[src/rtl/ram_arbiter.sv]
// ram_arbiter: shares the CPU's single-port 4-bit x 4096 RAM between the
// register-file memory port and a host (save-state / debug) port.
//   CPU side : cpu_idle, cpu_begin, cpu_hold (to sequencer),
//              cpu_addr / cpu_write_en / cpu_write_data / cpu_read_data
//   Host side: host_req (level), host_we, host_addr, host_wdata,
//              host_ack (1-cycle pulse), host_rdata (held until next ack)
//   RAM side : ram_addr, ram_we, ram_wdata, ram_rdata (1-cycle sync read)
// The CPU always wins; host accesses are slotted into idle sequencer cycles,
// and a starvation counter raises cpu_hold when the host waits too long.
module ram_arbiter #(
  parameter  int unsigned STARVE_LIMIT = 15,
  localparam int unsigned ADDR_W       = 12,
  localparam int unsigned DATA_W       = 4
) (
  input  logic              clk,
  input  logic              reset,
  input  logic              cpu_idle,
  input  logic              cpu_begin,
  output logic              cpu_hold,
  input  logic [ADDR_W-1:0] cpu_addr,
  input  logic              cpu_write_en,
  input  logic [DATA_W-1:0] cpu_write_data,
  output logic [DATA_W-1:0] cpu_read_data,
  input  logic              host_req,
  input  logic              host_we,
  input  logic [ADDR_W-1:0] host_addr,
  input  logic [DATA_W-1:0] host_wdata,
  output logic              host_ack,
  output logic [DATA_W-1:0] host_rdata,
  output logic [ADDR_W-1:0] ram_addr,
  output logic              ram_we,
  output logic [DATA_W-1:0] ram_wdata,
  input  logic [DATA_W-1:0] ram_rdata
);

  localparam int unsigned CNT_W = 8;
  localparam logic [CNT_W-1:0] LIMIT_C = CNT_W'(STARVE_LIMIT);

  typedef enum logic [1:0] {
    IDLE  = 2'd0,
    ISSUE = 2'd1,
    DATA  = 2'd2
  } state_t;

  state_t            state, state_nxt;
  logic [CNT_W-1:0]  wait_cnt, wait_cnt_nxt;
  logic              cpu_hold_nxt;
  logic              host_ack_nxt;
  logic [DATA_W-1:0] host_rdata_nxt;
  logic              grant_c;

  // Host request captured at grant so a granted access completes even if
  // the host drops or changes its request mid-transaction.
  logic              txn_we;
  logic [ADDR_W-1:0] txn_addr;
  logic [DATA_W-1:0] txn_wdata;

  // CPU read data is a pure passthrough: no added latency on the CPU path.
  assign cpu_read_data = ram_rdata;

  // State and registered outputs.
  always_ff @(posedge clk or posedge reset) begin
    if (reset) begin
      state      <= IDLE;
      wait_cnt   <= '0;
      cpu_hold   <= 1'b0;
      host_ack   <= 1'b0;
      host_rdata <= '0;
      txn_we     <= 1'b0;
      txn_addr   <= '0;
      txn_wdata  <= '0;
    end else begin
      state      <= state_nxt;
      wait_cnt   <= wait_cnt_nxt;
      cpu_hold   <= cpu_hold_nxt;
      host_ack   <= host_ack_nxt;
      host_rdata <= host_rdata_nxt;
      if (grant_c) begin
        txn_we    <= host_we;
        txn_addr  <= host_addr;
        txn_wdata <= host_wdata;
      end
    end
  end

  // Next-state, starvation counter and RAM port mux.
  always_comb begin
    state_nxt      = state;
    wait_cnt_nxt   = wait_cnt;
    cpu_hold_nxt   = cpu_hold;
    host_ack_nxt   = 1'b0;
    host_rdata_nxt = host_rdata;
    grant_c        = 1'b0;
    ram_addr       = cpu_addr;
    ram_we         = cpu_write_en;
    ram_wdata      = cpu_write_data;

    case (state)
      IDLE: begin
        // The ack cycle never grants, which gives the 4-cycle host cadence.
        grant_c = host_req && !host_ack && cpu_idle && (cpu_hold || !cpu_begin);
        if (grant_c) begin
          state_nxt    = ISSUE;
          wait_cnt_nxt = '0;
        end else if (host_req && !host_ack) begin
          if (wait_cnt < LIMIT_C) begin
            wait_cnt_nxt = wait_cnt + CNT_W'(1);
          end
          if (wait_cnt_nxt == LIMIT_C) begin
            cpu_hold_nxt = 1'b1;
          end
        end else if (!host_req) begin
          // A withdrawn request must not leave the sequencer stuck on hold.
          cpu_hold_nxt = 1'b0;
        end
      end
      ISSUE: begin
        ram_addr  = txn_addr;
        ram_we    = txn_we;
        ram_wdata = txn_wdata;
        state_nxt = DATA;
      end
      DATA: begin
        ram_addr     = txn_addr;
        ram_we       = 1'b0;
        ram_wdata    = txn_wdata;
        state_nxt    = IDLE;
        host_ack_nxt = 1'b1;
        cpu_hold_nxt = 1'b0;
        wait_cnt_nxt = '0;
        if (!txn_we) begin
          host_rdata_nxt = ram_rdata;
        end
      end
      default: begin
        state_nxt = IDLE;
      end
    endcase

    if (!host_req) begin
      wait_cnt_nxt = '0;
    end

    // No RAM writes of any kind while reset is asserted.
    if (reset) begin
      ram_we = 1'b0;
    end
  end

endmodule

[config.mk]
export PLATFORM = sky130hd
export DESIGN_NAME = ram_arbiter
export DESIGN_NICKNAME = d
export VERILOG_FILES = /design/src/rtl/ram_arbiter.sv
export SDC_FILE = /design/constraint.sdc
export NUM_CORES = 1
export LEC_CHECK = 0
export ABC_AREA = 1
export CAP_MARGIN = 10
export CORE_MARGIN = 1
export CORE_UTILIZATION = 43
export CTS_CLUSTER_SIZE = 40
export DETAILED_ROUTE_END_ITERATION = 16
export PLACE_DENSITY = 0.78
export SLEW_MARGIN = 20
export SYNTH_ARGS = -nofsm -noshare
export SYNTH_HDL_FRONTEND = slang
export SYNTH_SLANG_ARGS = --single-unit
[constraint.sdc]
create_clock -name clk -period 2 [get_ports clk]
set_input_delay 0.3 -clock clk [delete_from_list [all_inputs] [get_ports clk]]
set_output_delay 0.3 -clock clk [all_outputs]
set_load 0.05 [all_outputs]
### After elaboration in Yosys (flattened, before gate mapping)

Index checks and enable logic that the tools add are counted.

| word-level totals | value |
|---|---|
| register bits after elaboration | 33 |
| input bits | 43 |
| output and inout port bits | 27 |
| word-level logic and storage cells | 53 |

| operators by class | value |
|---|---|
| add/subtract/negate cells | 1 |
| magnitude comparators | 1 |
| equal/unequal tests | 9 |
| multiplexer cells | 21 |
| bitwise operators | 1 |
| reductions and logical operators | 12 |

Operator list:

| operator | number |
|---|---|
| $mux 8 | 7 |
| $pmux 8 s2 | 1 |
| $mux 12 | 1 |
| $add 8x1->8 const B | 1 |
| $eq 8x4->1 const B | 1 |
| $lt 8x4->1 const B | 1 |
| $mux 1 | 7 |
| $ne 3x3->1 const B | 2 |
| $mux 4 | 1 |
| $ne 2x2->1 const B | 2 |
| $ne 4x4->1 const B | 1 |
| $pmux 1 s2 | 2 |
| $pmux 2 s2 | 1 |
| $reduce_and 2->1 | 2 |
| $reduce_and 4->1 | 1 |
| $logic_and 1x1->1 | 3 |
| $ne 3x1->1 const B | 1 |
| $eq 2x1->1 const B | 1 |
| $eq 2x2->1 const B | 1 |
| $logic_not 1->1 | 2 |
| $logic_not 2->1 | 1 |
| $mux 2 | 1 |
| $reduce_bool 2->1 | 1 |
| $reduce_or 2->1 | 1 |
| 2 further kinds | 2 |

### Logic depth before layout (Yosys ltp)

| depth | value |
|---|---|
| depth in word-level cells | 11 |
| mapped depth | 12 |
| gate-level depth less buffers | 12 |

### Worst setup path before layout

No wires, ideal clock.

| path | value |
|---|---|
| path type | input-to-output |
| from | input reset |
| to | output ram_we |
| arrival time | 2013 ps |
| slack | -313 ps |
| stages on the path | 3 |
| path buffers | 0 |
| cells stage by stage | inv_1 > o21ai_0 > a21oi_1 |

| between the ends | value |
|---|---|
| word-level cells in the longest chain between the ends | 1 |

Ends and longest elaborated chain:

| item | line | text |
|---|---|---|
| start: declaration | 16 | `input logic reset,` |
| $mux 1 | 145 | `if (reset) begin` |
| end: declaration | 31 | `output logic ram_we,` |

Every way passes these cells.

### Worst setup path after layout

| path | value |
|---|---|
| from | register state[0] |
| to | output ram_addr[3] |

| between the ends | value |
|---|---|
| word-level cells in the longest chain between the ends | 3 |
| elaborated cells between the ends (all ways) | 4 |

Ends and longest elaborated chain:

| item | line | text |
|---|---|---|
| start: declaration | 45 | `state_t state, state_nxt;` |
| start signal: assignment | 73 | `state <= state_nxt;` |
| $eq 2x2->1 / $eq 2x1->1 (equally long branches) | 98 | `case (state)` |
| $reduce_or 2->1 (no source line) (*) | - |  |
| $mux 12 (*) | 98 |  |
| end: declaration | 30 | `output logic [ADDR_W-1:0] ram_addr,` |

Mark *: on every way between the ends. The rest lies on a longest branch, timed or not.

==> impl_metrics.prom <==
# TYPE chip_impl_metric gauge
chip_impl_info{name="setup.worst_path.class",value="reg -> out"} 1
chip_impl_metric{name="critPathRequiredTime",unit="ns"} 1.70
chip_impl_info{name="unrepaired_setup_endpoints_after_global_routing",value="yes"} 1
chip_impl_metric{name="antenna_found_initial",unit=""} 0
chip_impl_metric{name="share_comb_of_total_power",unit="%"} 70.1
chip_impl_metric{name="route.detailed.vias_per_inst",unit=""} 4.84
chip_impl_metric{name="finalCriticalPeriod",unit="ns"} 2.00
chip_impl_metric{name="synth_largest_type_area_fraction",unit="%"} 46.8
chip_impl_info{name="timing.critical_path.to_type",value="output pin"} 1
chip_impl_metric{name="antennaDiodeCount",unit=""} 0
chip_impl_metric{name="power_switching",unit="W"} 0.00253
chip_impl_metric{name="finalHoldWorstSlack",unit="ns"} 0.467
chip_impl_metric{name="yosys_register_bits",unit=""} 33
chip_impl_metric{name="place.detailed.hpwl",unit="microns"} 2960
chip_impl_metric{name="syn_avg_cell_area",unit="sq um"} 8.37
chip_impl_metric{name="wl_met3",unit="microns"} 210
chip_impl_metric{name="syn_nets",unit=""} 259
chip_impl_metric{name="timing_hold_violations_final",unit=""} 0
chip_impl_metric{name="die-height",unit="microns"} 66.1
chip_impl_metric{name="first_global_vias",unit=""} 1468
chip_impl_metric{name="timing.critical_path.fanout_max",unit=""} 13
chip_impl_metric{name="areaGrowthSynthToFinish",unit="%"} 56.1
chip_impl_metric{name="drcViolationCount",unit=""} 0
chip_impl_metric{name="grt_pass1_wl",unit="microns"} 6890
chip_impl_metric{name="dpl_cell_area",unit="sq mm"} 0.00254
chip_impl_metric{name="slew-limit-headroom",unit="%"} 66.0
chip_impl_metric{name="routedLengthMet1",unit="microns"} 1940
chip_impl_info{name="run_status",value="finished clean"} 1
chip_impl_metric{name="peakVddDrop",unit="mV"} 1.21
chip_impl_metric{name="power_report.internal_total",unit="W"} 0.00287
chip_impl_metric{name="setup_viol_count_final",unit=""} 0
chip_impl_metric{name="power.share.sequential",unit="%"} 19.7
chip_impl_metric{name="post_drt_wl_per_cell",unit="microns"} 13.1
chip_impl_metric{name="die-width",unit="microns"} 66.1
chip_impl_metric{name="clk_path_buf_depth",unit=""} 2
chip_impl_info{name="clk_root_buffer_cell",value="sky130_fd_sc_hd__clkbuf_8"} 1
chip_impl_info{name="top_signal_layer_used",value="met4"} 1
chip_impl_metric{name="worst-slew-pin-transition",unit="ns"} 0.508
chip_impl_info{name="final_common_cell",value="sky130_fd_sc_hd__nand2_1"} 1
chip_impl_metric{name="cts_hold_buf",unit=""} 0
chip_impl_metric{name="yosysWarnings",unit=""} 0
chip_impl_metric{name="power.clock.fraction",unit="%"} 10.2
chip_impl_metric{name="cts_num_sinks",unit=""} 33
chip_impl_metric{name="ctsHtreeMaxLevel",unit=""} 2
chip_impl_metric{name="grt_start_max_net_pins",unit=""} 34
chip_impl_info{name="critPathSlowestCell",value="sky130_fd_sc_hd__dfrtp_1"} 1
chip_impl_metric{name="core-area",unit="sq mm"} 0.00380
chip_impl_metric{name="rows",unit=""} 22
chip_impl_metric{name="place.port_buffers",unit=""} 69
chip_impl_info{name="cp_cell_sequence",value="inv_2, ha_4, buf_12, mux2_2, buf_6"} 1
chip_impl_metric{name="final_area",unit="sq mm"} 0.00276
chip_impl_metric{name="ff_latch_area",unit="sq um"} 826
chip_impl_metric{name="clock.fmax",unit="MHz"} 500
chip_impl_metric{name="routabilityCongestion",unit=""} 0.811
chip_impl_metric{name="ys_seq_area_share",unit="%"} 46.8
chip_impl_metric{name="multi_input_comb_area",unit="sq um"} 778
chip_impl_metric{name="final_layout_size_suffix_gt1_share",unit="%"} 24.4
chip_impl_metric{name="cp_data_arrival_time",unit="ns"} 1.70
chip_impl_metric{name="globalRouteTotalUtil",unit="%"} 21.6
chip_impl_metric{name="final_core_utilization",unit="%"} 72.5
chip_impl_metric{name="path_clk_slew",unit="ns"} 0.07
chip_impl_metric{name="floorplan.die_area",unit="sq mm"} 0.00437
chip_impl_metric{name="floorplan.io_pins",unit=""} 70
chip_impl_metric{name="fin_nets",unit=""} 334
chip_impl_metric{name="globalRouteOverflowTotal",unit=""} 0
chip_impl_metric{name="min_period_over_period",unit="%"} 99.9
chip_impl_metric{name="switching_share",unit="%"} 46.8
chip_impl_metric{name="number_of_max_slew_violations_in_the_final_report",unit=""} 0
chip_impl_metric{name="netlist-cell-type-count",unit=""} 23
chip_impl_metric{name="total_power",unit="W"} 0.00540
chip_impl_info{name="tritoncts",value="yes"} 1
chip_impl_metric{name="detailroute.wirelength.met2",unit="microns"} 2190
chip_impl_metric{name="floorplan.initialDensity",unit="%"} 46.5
chip_impl_metric{name="clk-insertion-delay-late",unit="ns"} 0.28
chip_impl_info{name="worstHoldPathType",value="in -> async"} 1
chip_impl_metric{name="dr.first_iter.drc_count",unit=""} 51
chip_impl_metric{name="via_count",unit=""} 1620
chip_impl_metric{name="pd_cells",unit="mW/mm^2"} 1960
chip_impl_info{name="yosysTopAreaCell",value="sky130_fd_sc_hd__dfrtp_1"} 1
chip_impl_info{name="synth.top_cells.by_area",value="sky130_fd_sc_hd__dfrtp_1 47%, sky130_fd_sc_hd__nand2_1 11%, sky130_fd_sc_hd__mux2_2 8.3%"} 1
chip_impl_metric{name="leakage_power",unit="nW"} 1.30
chip_impl_info{name="layout.cells.most_common_list",value="54 x sky130_fd_sc_hd__nand2_1, 48 x sky130_fd_sc_hd__clkdlybuf4s50_1, 33 x sky130_fd_sc_hd__dfrtp_1, 24 x sky130_fd_sc_hd__inv_1, 20 x sky130_fd_sc_hd__nor2_1"} 1
chip_impl_metric{name="cts-buffers-inserted",unit=""} 5
chip_impl_metric{name="detail_route.wirelength",unit="microns"} 4390
chip_impl_info{name="timing.critical_path.from_type",value="register"} 1
chip_impl_metric{name="syn-cell-area",unit="sq mm"} 0.00177
chip_impl_metric{name="dr.pass1.iters",unit=""} 5
chip_impl_metric{name="final.fill_count",unit=""} 283
chip_impl_metric{name="ant_nets",unit=""} 0
chip_impl_metric{name="fin_skew",unit="ns"} 0.00454
chip_impl_metric{name="worst_path_largest_cell_delay",unit="ns"} 0.37
chip_impl_metric{name="synthesis.instances",unit=""} 211
chip_impl_metric{name="setup-tns-final",unit="ns"} 0
chip_impl_metric{name="max_cap_violations",unit=""} 0
## area by class of cell
type                       instances  area share (%)
clock buffer                       7            3.50
clock inverter                     1           0.182
inverter                          30            4.27
multi-input combinational        138            28.2
sequential                        33            30.0
tap                               48            2.18
timing repair buffer              78            31.7
## cell families (layout without fill, tap and decap cells)
group	count (synthesis)	count (layout)	share of synthesized area [%]
compound gates	28	28	8.50
fa+ha+maj	5	5	3.54
buf+inv	40	116	10.7
flops	33	33	46.8
mux	13	13	8.29
simple gates	92	92	22.2
## worst max-delay path: cells and delay by family, from the launching register on
kind	cells	cell delay, ns
adders and majority gates	1	0.32
muxes	1	0.36
buffers and inverters	3	0.38
DFF	1	0.37
## timing repair
item                                    in CTS  in global routing
pin swaps                                    0                  1
endpoints found under the setup margin      17                 17
gates cloned                                 1                  0
gates resized for setup                      5                 12
setup buffers                                1                  3
## layer usage
layer / GRT usage (%) / vias to the layer above
li1: - / 816
met1: 27.7 / 756
met2: 35.2 / 43
met3: 5.86 / 5
met4: 7.18 / 0
met5: 0 / -
## registers in the layout, summed over array words and instances, names as in the netlist
name	cells
txn_we	1
host_rdata	4
txn_wdata	4
wait_cnt	8
host_ack	1
txn_addr	12
cpu_hold	1
state	2
## worst paths after layout
| path | start | endpoint | slack, ns | depth (start not counted) |
|---|---|---|---|---|
| worst max-delay path | state[0] | ram_addr[3] | 0.002 | 5 |
| max in group asynchronous | reset | txn_addr[10] | 1.23 | 3 |
| min in group clk | txn_wdata[0] | txn_wdata[0] | 0.49 | 2 |
| worst min register to register | txn_wdata[0] | txn_wdata[0] | 0.49 | 2 |
| worst max register to register | wait_cnt[0] | cpu_hold | 0.42 | 11 |
| worst min-delay path | reset | txn_wdata[2] | 0.47 | 3 |
## Yosys cell counts, drive strengths merged
cell type / n
clkinv: 1
nand4: 3
mux2: 13
o21ai: 11
ha: 5
a31oi: 2
a21boi: 1
nand3: 7
nor2: 26
a21oi: 10
inv: 29
clkbuf: 1
o22ai: 4
dfrtp: 33
buf: 9
nand2: 56
## power groups by stage
stage | clock network [W] | registers, W | logic [W]
3_5_place_dp | 0 | 0.00107 | 0.00337
2_1_floorplan | 0 | 0.00124 | 0.00198
5_1_grt | 0.000591 | 0.00109 | 0.00398
6_report | 0.000551 | 0.00106 | 0.00378
4_1_cts | 0.000560 | 0.00106 | 0.00364
3_3_place_gp | 0 | 0.00106 | 0.00333
## per-stage QoR
stage / std cells / setup slack, ns
2_1_floorplan: 211 / -0.273
3_3_place_gp: 322 / 0.234
3_5_place_dp: 322 / 0.212
4_1_cts: 332 / -0.0206
5_1_grt: 335 / -0.0384
6_report: 335 / 0.00187
Power figures use the tool's default switching activity.
